**src/rtl/round_arbiter_if.sv**
```systemverilog
// round_arbiter_if -- player/display bundle of the hex-quiz round scheduler.
// Rev 1.0
`default_nettype none

interface round_arbiter_if;
   logic        start;
   logic [3:0]  guess_valid;
   logic [31:0] guess;
   logic [3:0]  guess_ack;
   logic [7:0]  value;
   logic [15:0] p1;
   logic [15:0] p2;
   logic [15:0] p3;
   logic [15:0] p4;
   logic [1:0]  winner;
   logic        winner_valid;
   logic        game_over;
   logic [2:0]  state;

   modport slave (
      input  start, guess_valid, guess,
      output guess_ack, value, p1, p2, p3, p4, winner, winner_valid, game_over, state
   );

   modport master (
      output start, guess_valid, guess,
      input  guess_ack, value, p1, p2, p3, p4, winner, winner_valid, game_over, state
   );
endinterface

`default_nettype wire

```
**src/rtl/round_arbiter.sv**
```systemverilog
// round_arbiter -- issues LFSR targets, round-robin arbitrates four guessers, keeps scores.
// Rev 1.0
`default_nettype none

module round_arbiter #(
   parameter logic [23:0] ROUND_TICKS  = 24'd12_500_000,
   parameter logic [23:0] FREEZE_TICKS = 24'd2_500_000,
   parameter logic [3:0]  WIN_SCORE    = 4'd9,
   parameter logic [7:0]  LFSR_SEED    = 8'hA5
) (
   input  wire logic clk,
   input  wire logic rst,
   round_arbiter_if.slave bus
);

   localparam logic [2:0] c_IDLE   = 3'd0;
   localparam logic [2:0] c_ISSUE  = 3'd1;
   localparam logic [2:0] c_WAIT   = 3'd2;
   localparam logic [2:0] c_RESULT = 3'd3;
   localparam logic [2:0] c_OVER   = 3'd4;

   logic [2:0]  r_state;
   logic [7:0]  r_lfsr;
   logic [7:0]  r_value;
   logic [3:0]  r_score [4];
   logic [3:0]  r_ack;
   logic [1:0]  r_winner;
   logic        r_wv;
   logic        r_go;
   logic [1:0]  r_rr;
   logic [3:0]  r_lock;
   logic [23:0] r_timer;

   logic [7:0]  w_lfsr_nxt;
   logic [3:0]  w_elig;
   logic        w_gnt_vld;
   logic [1:0]  w_gnt_idx;
   logic [1:0]  w_cand;
   logic [3:0]  w_gnt_onehot;
   logic [7:0]  w_guess_sel;
   logic        w_correct;
   logic [3:0]  w_lock_nxt;
   logic        w_any_win;
   logic        w_round_tmo;
   logic        w_freeze_done;

   assign w_lfsr_nxt    = {r_lfsr[6:0], r_lfsr[7] ^ r_lfsr[5] ^ r_lfsr[4] ^ r_lfsr[3]};
   assign w_elig        = bus.guess_valid & ~r_lock;
   assign w_gnt_onehot  = 4'b0001 << w_gnt_idx;
   assign w_guess_sel   = bus.guess[{w_gnt_idx, 3'b000} +: 8];
   assign w_correct     = w_gnt_vld && (w_guess_sel == r_value);
   assign w_lock_nxt    = r_lock | (w_gnt_vld ? w_gnt_onehot : 4'b0000);
   assign w_round_tmo   = (r_timer == ROUND_TICKS - 24'd1);
   assign w_freeze_done = (r_timer == FREEZE_TICKS - 24'd1);
   assign w_any_win     = (r_score[0] >= WIN_SCORE) || (r_score[1] >= WIN_SCORE) ||
                          (r_score[2] >= WIN_SCORE) || (r_score[3] >= WIN_SCORE);

   // Search starts at the round-robin pointer and wraps; first eligible player wins the slot.
   always_comb begin
      w_gnt_vld = 1'b0;
      w_gnt_idx = 2'd0;
      w_cand    = 2'd0;
      for (int k = 0; k < 4; k++) begin
         w_cand = r_rr + 2'(k);
         if (!w_gnt_vld && w_elig[w_cand]) begin
            w_gnt_vld = 1'b1;
            w_gnt_idx = w_cand;
         end
      end
   end

   always_ff @(posedge clk or negedge rst) begin
      if (!rst) begin
         r_state  <= c_IDLE;
         r_lfsr   <= LFSR_SEED;
         r_value  <= 8'h00;
         for (int i = 0; i < 4; i++) r_score[i] <= 4'd0;
         r_ack    <= 4'b0000;
         r_winner <= 2'd0;
         r_wv     <= 1'b0;
         r_go     <= 1'b0;
         r_rr     <= 2'd0;
         r_lock   <= 4'b0000;
         r_timer  <= 24'd0;
      end else begin
         r_ack <= 4'b0000;
         case (r_state)
            c_IDLE: begin
               if (bus.start) r_state <= c_ISSUE;
            end
            c_ISSUE: begin
               r_lfsr  <= w_lfsr_nxt;
               r_value <= w_lfsr_nxt;
               r_timer <= 24'd0;
               r_lock  <= 4'b0000;
               r_wv    <= 1'b0;
               r_state <= c_WAIT;
            end
            c_WAIT: begin
               if (w_gnt_vld) begin
                  r_ack <= w_gnt_onehot;
                  r_rr  <= w_gnt_idx + 2'd1;
               end
               // A correct grant beats a simultaneous timeout.
               if (w_correct) begin
                  r_score[w_gnt_idx] <= (r_score[w_gnt_idx] == 4'hF) ? 4'hF
                                        : r_score[w_gnt_idx] + 4'd1;
                  r_winner <= w_gnt_idx;
                  r_wv     <= 1'b1;
                  r_timer  <= 24'd0;
                  r_state  <= c_RESULT;
               end else begin
                  r_lock <= w_lock_nxt;
                  if (w_round_tmo || (w_lock_nxt == 4'b1111)) begin
                     r_timer <= 24'd0;
                     r_state <= c_RESULT;
                  end else begin
                     r_timer <= r_timer + 24'd1;
                  end
               end
            end
            c_RESULT: begin
               if (w_freeze_done) begin
                  r_timer <= 24'd0;
                  r_wv    <= 1'b0;
                  r_go    <= w_any_win;
                  r_state <= w_any_win ? c_OVER : c_ISSUE;
               end else begin
                  r_timer <= r_timer + 24'd1;
               end
            end
            c_OVER: begin
               if (bus.start) begin
                  for (int i = 0; i < 4; i++) r_score[i] <= 4'd0;
                  r_go    <= 1'b0;
                  r_state <= c_ISSUE;
               end
            end
            default: r_state <= c_IDLE;
         endcase
      end
   end

   assign bus.guess_ack    = r_ack;
   assign bus.value        = r_value;
   assign bus.p1           = {12'b0, r_score[0]};
   assign bus.p2           = {12'b0, r_score[1]};
   assign bus.p3           = {12'b0, r_score[2]};
   assign bus.p4           = {12'b0, r_score[3]};
   assign bus.winner       = r_winner;
   assign bus.winner_valid = r_wv;
   assign bus.game_over    = r_go;
   assign bus.state        = r_state;

endmodule

`default_nettype wire

```
**src/flat_wrapper.sv**
```systemverilog
// flat-port wrapper written by rule: the top's interface ports become plain ports
module round_arbiter_flat 
#(
   parameter logic [23:0] ROUND_TICKS  = 24'd12_500_000,
   parameter logic [23:0] FREEZE_TICKS = 24'd2_500_000,
   parameter logic [3:0]  WIN_SCORE    = 4'd9,
   parameter logic [7:0]  LFSR_SEED    = 8'hA5
)
  (clk, rst, bus_start, bus_guess_valid, bus_guess, bus_guess_ack, bus_value, bus_p1, bus_p2, bus_p3, bus_p4, bus_winner, bus_winner_valid, bus_game_over, bus_state);
  round_arbiter_if bus_i ();
  input  wire logic clk;
  input  wire logic rst;
  input wire logic [$bits(bus_i.start)-1:0] bus_start;
  input wire logic [$bits(bus_i.guess_valid)-1:0] bus_guess_valid;
  input wire logic [$bits(bus_i.guess)-1:0] bus_guess;
  output wire logic [$bits(bus_i.guess_ack)-1:0] bus_guess_ack;
  output wire logic [$bits(bus_i.value)-1:0] bus_value;
  output wire logic [$bits(bus_i.p1)-1:0] bus_p1;
  output wire logic [$bits(bus_i.p2)-1:0] bus_p2;
  output wire logic [$bits(bus_i.p3)-1:0] bus_p3;
  output wire logic [$bits(bus_i.p4)-1:0] bus_p4;
  output wire logic [$bits(bus_i.winner)-1:0] bus_winner;
  output wire logic [$bits(bus_i.winner_valid)-1:0] bus_winner_valid;
  output wire logic [$bits(bus_i.game_over)-1:0] bus_game_over;
  output wire logic [$bits(bus_i.state)-1:0] bus_state;
  assign bus_i.start = bus_start;
  assign bus_i.guess_valid = bus_guess_valid;
  assign bus_i.guess = bus_guess;
  assign bus_guess_ack = bus_i.guess_ack;
  assign bus_value = bus_i.value;
  assign bus_p1 = bus_i.p1;
  assign bus_p2 = bus_i.p2;
  assign bus_p3 = bus_i.p3;
  assign bus_p4 = bus_i.p4;
  assign bus_winner = bus_i.winner;
  assign bus_winner_valid = bus_i.winner_valid;
  assign bus_game_over = bus_i.game_over;
  assign bus_state = bus_i.state;
  round_arbiter #(.ROUND_TICKS(ROUND_TICKS), .FREEZE_TICKS(FREEZE_TICKS), .WIN_SCORE(WIN_SCORE), .LFSR_SEED(LFSR_SEED)) u_core (.clk(clk), .rst(rst), .bus(bus_i));
endmodule
```
**config.mk**
```make
export PLATFORM = sky130hd
export DESIGN_NAME = round_arbiter_flat
export DESIGN_NICKNAME = d
export VERILOG_FILES = /design/src/rtl/round_arbiter_if.sv /design/src/rtl/round_arbiter.sv /design/src/flat_wrapper.sv
export SDC_FILE = /design/constraint.sdc
export NUM_CORES = 1
export LEC_CHECK = 0
export BUFFER_PORTS_ARGS = -buffer_cell sky130_fd_sc_hd__buf_2
export CORE_ASPECT_RATIO = 1.25
export CORE_UTILIZATION = 56
export CTS_BUF_LIST = sky130_fd_sc_hd__clkbuf_4 sky130_fd_sc_hd__clkbuf_8
export DETAILED_ROUTE_END_ITERATION = 8
export PLACE_DENSITY = 0.83
export RECOVER_POWER = 25
export SYNTH_ARGS = -nofsm -noshare
export SYNTH_HDL_FRONTEND = slang
export SYNTH_SLANG_ARGS = --single-unit
export TNS_END_PERCENT = 10
```
**constraint.sdc**
```tcl
create_clock -name clk -period 4.2 [get_ports clk]
set_input_delay 0.21 -clock clk [delete_from_list [all_inputs] [get_ports clk]]
set_output_delay 0.21 -clock clk [all_outputs]
set_load 0.02 [all_outputs]
```
======== Yosys cells after proc, flatten, opt, wreduce, memory -nomap -nowiden ========
Cells that the tools add are included.
storage, ports and cells
  input port bits ......................... 39
  register bits ........................... 73
  output and inout bits ................... 83
cells by class
  shift operators ......................... 2
  order comparisons ....................... 10
  bitwise logic cells ..................... 7
  add/sub/neg operators ................... 6
  eq/ne operators ......................... 15
  multiplexer cells ....................... 46
  reductions and logical operators ........ 25
operator list
  kind                   count
  $mux 24                3
  $pmux 24 s3            1
  $mux 16                2
  $pmux 16 s2            1
  $shiftx 32x6->8        1
  $mux 4                 7
  $add 24x1->24 const B  1
  $eq 24x22->1 const B   1
  $eq 24x24->1 const B   1
  $bwmux 16              1
  $ge 4x4->1 const B     4
  $mux 3                 5
  $lt 2x3->1 const B     4
  $mux 1                 12
  $pmux 3 s4             1
  $reduce_and 3->1       4
  $bmux 1 s2             4
  $bmux 4 s2             1
  $demux 4 s2            1
  $eq 4x4->1 const B     2
  $eq 8x8->1             1
  $mux 2                 4
  $pmux 4 s2             1
  $eq 3x2->1 const B     2
  other kinds (26)       46

======== Depth between registers and ports, before layout ========
  depth after elaboration ................. 23
  mapped depth ............................ 12

======== Worst setup path after synthesis ========
No wires, ideal clock.
  kind .................................... flip-flop to flip-flop
  from .................................... reg u_core.r_rr[1]
  to ...................................... reg u_core.r_score, in the netlist u_core.bus.p2[3]
  setup time .............................. 0.137 ns
  clock period less this slack ............ 3.023 ns
  arrival time ............................ 2.886 ns
  slack ................................... 1.177 ns
  cell stages (with the launch flop) ...... 12
  buffers on the path ..................... 1
  data required time ...................... 4.063 ns
  cells stage by stage .................... dfrtp_1 -> or3b_4 -> a31o_2 -> buf_6 -> nor2_4 -> mux4_2 -> ha_1 -> nand2b_1 -> mux2i_1 -> nor3_1 -> a32oi_1 -> o21ai_0
on the way
  word-level cells in the longest chain between the ends .. 21
RTL lines
  item                                                                  line                  text
  start, declared                                                       round_arbiter.sv:30   logic [1:0] r_rr;
  start signal, assigned                                                round_arbiter.sv:102  r_rr <= w_gnt_idx + 2'd1;
  parallel branches: the longest is 21 deep, another holds $add 2x1->2  --
  end signal, assigned by index                                         round_arbiter.sv:106  r_score[w_gnt_idx] <= (r_score[w_gnt_idx] == 4'hF) ? 4'hF
  end, declared                                                         round_arbiter.sv:25   logic [3:0] r_score [4];
Parallel ways; which one is timed is not known. The select of a mux whose other input is x is not followed.
A chain may end at the register's enable or synchronous reset.

======== Worst setup path in the final report ========
  from .................................... reg u_core.r_rr[1]
  to ...................................... reg u_core.r_score, in the netlist u_core.bus.p4[1]
The elaborated chain is that of the path after synthesis.

==> run_results.csv <==
group,metric,value,unit
pwr,p_leak,2.484,nW
clock_network,numCtsBuffers,9,
clock_network,cts_tree,"done",
global_route,grt_max_degree,70,
setup_path,cp_slowest_cell,"and3_1",
pwr,seqPwrFrac,38.2,%
clock_network,htree_levels,3,
layout,final_cell_mix,"100 x nand2_1, 73 x buf_2, 65 x dfrtp_1",
setup_path,cp_slowest_stage_delay,0.62,ns
setup_path,cp-startpoint,"u_core.r_rr[1]$_DFFE_PN0P_",
setup_path,crit_type,"reg2reg",
global_route,antenna_found_initial,0,
clock_network,cts-hold-fix-buffers,0,
setup_path,r2r_end,"u_core.bus.p4[1]$_DFFE_PN0P_",
clock_network,cts_sinks,69,
worst_hold_path,hp-class,"in2async",
flow_run,drv_cap,0,
sta,relSlewSlack,42.18,%
synth,synth_ff_type,"dfrtp_1",
sta,post-route-worst-setup-slack,0.6732,ns
synth,syn_inst,587,
synth,yosys.area.top_type_share,33.27,%
floorplan,rows,37,
clock_network,cts_root_buf,"clkbuf_8",
layout,areaGrowthSynthToFinish,7.728,%
pwr,p_comb_share,39.3,%
layout,layout-drive-gt1-share,20.25,%
floorplan,die_y,106.5,µm
detailed_routing,drt-total-wl,12.63,mm
pwr,power.share.switching,42.35,%
layout,num_antenna_cells,0,
floorplan,io_pins,122,
synth,synthTopCellsByArea,"dfrtp_1 33%, buf_4 8.4%, nand2_1 7.7%",
pwr,p_sw,1.039,mW
detailed_routing,ant_nets,0,
detailed_routing,drt_iter0_drc,346,
setup_path,reg2reg_from,"u_core.r_rr[1]$_DFFE_PN0P_",
clock_network,clock_path_buffers,2,
sta,rsz0062_at_grt,"no",
sta,setup_viol,0,
clock_network,cts_resized,0,
floorplan,core,8333,µm²
layout,largest_reg_flops,24,
synth,ys_ff_latch,69,
global_route,grt_pass1_vias,4430,
pwr,clock_power_share,22.4,%
setup_path,rrSetupSlack,0.67,ns
synth,async_reset_ff_share,100.0,%
setup_path,cp_max_fo,17,
detailed_routing,wire_per_inst,16.98,µm
placed_design,place_ws,0.7196,ns
clock_network,path_clk_slew,0.08,ns
clock_network,post-cts-setup-buffers,0,
setup_path,cp.arrival,3.78,ns
global_route,grt_pass1_wl,21.11,mm
sta,clock_skew,0.007074,ns
outcome,status,"finished, final reports clean",
setup_path,end_kind,"flop",
pwr,internal-power,1.415,mW
layout,layout_commonest_cell,"nand2_1",
layout,fillers,722,
pwr,power_density,465.9,nW/µm²
sta,finalMaxSlewViolations,0,
synth,syn_avg_cell_area,8.330,µm²
floorplan,start_util,58.68,%
sta,final.setup.tns,0,ns
detailed_routing,viasPerCell,6.187,
synth,synth-edff-count,0,
floorplan,dieWidth,85.58,µm
layout,nets,684,
synth,synth_largest_area_cell,"dfrtp_1",
layout,largest-register,"u_core.r_timer",
setup_path,r2r_cells,9,
sta,finalCriticalPeriod,3.527,ns
floorplan,dieArea,9111,µm²
clock_network,clock_latency,0.36,ns
synth,yosys_warnings,0,
synth,syn_area,4890,µm²
placed_design,io_buffers,73,
setup_path,crit_chain,"or3b_4 -> a31oi_4 -> nand2_4 -> mux2i_1 -> or3_1 -> a32oi_1 -> and3_1 -> nand4_1 -> a32o_1",
synth,synth-seq-area-share,35.41,%
placed_design,place_congestion,0.9084,
setup_path,cp-start-kind,"flop",
synth,ys_types,69,
detailed_routing,post-route-drc-count,0,
sta,worstMarginPinSlew,0.8615,ns
global_route,grt-ovfl-total,0,
sta,fin_crit_sh,83.97,%
detailed_routing,first_pass_iters,5,
sta,hold_viol,0,
setup_path,crit_required,4.45,ns
detailed_routing,vias,4603,
global_route,grt.total_usage,29.24,%
placed_design,post-dp-hpwl,9.056,mm
pwr,vdd_ir_drop_max,0.3020,mV
sta,max_freq,283.5,MHz
==> layer usage <==
layer	vias to the layer above	wire length, µm	part of all wire (%)	track usage [%]
met1	2232	4952	39	36.79
li1	2122	-	-	-
met2	223	6529	52	49.71
met3	26	845	6.7	4.736
met5	-	0	0	0
met4	0	304	2.4	12.02
==> cell type report <==
| class | count | area (µm²) | share of cell area, % |
|---|---|---|---|
| Sequential cell | 69 | 1732 | 32.87 |
| Clock inverter | 6 | 63.81 | 1.211 |
| Timing Repair Buffer | 82 | 432.9 | 8.219 |
| Multi-Input combinational cell | 462 | 2723 | 51.69 |
| Tap cell | 97 | 121.4 | 2.304 |
| Inverter | 19 | 71.32 | 1.354 |
| Clock buffer | 9 | 123.9 | 2.352 |
==> synth_stat cells, types with 3 or more instances <==
cell type,count
xnor2_1,5
or2_2,5
a32o_1,5
inv_1,19
mux2i_1,4
xor2_1,4
nand3_1,26
nor2b_1,12
or3_1,3
a31o_2,4
nand2b_1,8
clkbuf_1,24
o22ai_1,5
o21ai_0,25
a31oi_1,7
nor2_1,33
and2_1,12
nor3_1,15
a32oi_1,4
and4_1,3
a21o_1,3
buf_4,55
o21ai_1,12
mux4_2,5
nand4_1,17
o221ai_1,11
o21a_1,4
buf_2,3
and3_1,4
a21oi_1,13
dfstp_2,4
o31ai_1,5
nor4_1,4
nand2_1,100
dfrtp_1,65
o211ai_1,13
==> kinds of logic (layout without fill, tap and decap cells) <==
kind of cell | after synthesis | in the layout | synth area share, %
XOR/XNOR | 9 | 9 | 1.612
adder cells (fa/ha/maj) | 2 | 2 | 0.5117
flip-flops | 69 | 69 | 35.41
buffers and inverters | 103 | 116 | 12.51
other | 1 | 48 | 0.07669
AND/OR/NAND/NOR | 258 | 258 | 26.30
multiplexers | 11 | 11 | 3.582
AO/OA/AOI/OAI | 134 | 134 | 19.98
==> worst max path at each step <==
stage,to,slack [ns],cells after the start
2_1_floorplan,u_core.bus.p2[3]$_DFFE_PN0P_,1.18,11
3_3_place_gp,u_core.bus.p4[2]$_DFFE_PN0P_,0.81,9
3_5_place_dp,u_core.bus.p3[1]$_DFFE_PN0P_,0.72,9
4_1_cts,u_core.bus.p3[1]$_DFFE_PN0P_,0.69,9
5_1_grt,u_core.bus.p4[2]$_DFFE_PN0P_,0.44,9
6_report,u_core.bus.p4[1]$_DFFE_PN0P_,0.67,9
==> critical path: cells and delay by family (launching register included) <==
| family | cells | cell delay, ns |
|---|---|---|
| muxes | 1 | 0.18 |
| and+or+nand+nor | 5 | 1.87 |
| DFF | 1 | 0.45 |
| AOI/OAI and AO/OA | 3 | 0.92 |
==> stage by stage <==
step,utilization [%],hold WS (ns),area (µm²),instances,power (mW)
6_report,63.21,0.04585,5268,744,2.454
4_1_cts,63.21,0.08774,5268,744,2.444
5_1_grt,63.21,0.09468,5268,744,2.604
2_1_floorplan,-,-0.08559,5066,634,1.685
3_3_place_gp,60.96,0.4519,5080,729,1.857
3_5_place_dp,60.96,0.4519,5080,729,1.899
==> power by group through the flow <==
stage	combinational (mW)	sequential, mW	clock [mW]
after floorplan	0.756	0.929	0
after global placement	0.923	0.934	0
after detailed placement	0.953	0.946	0
after CTS	0.956	0.934	0.554
after global routing	1.06	0.957	0.583
final	0.965	0.938	0.551
No activity file was read; power rests on OpenSTA's default activity.
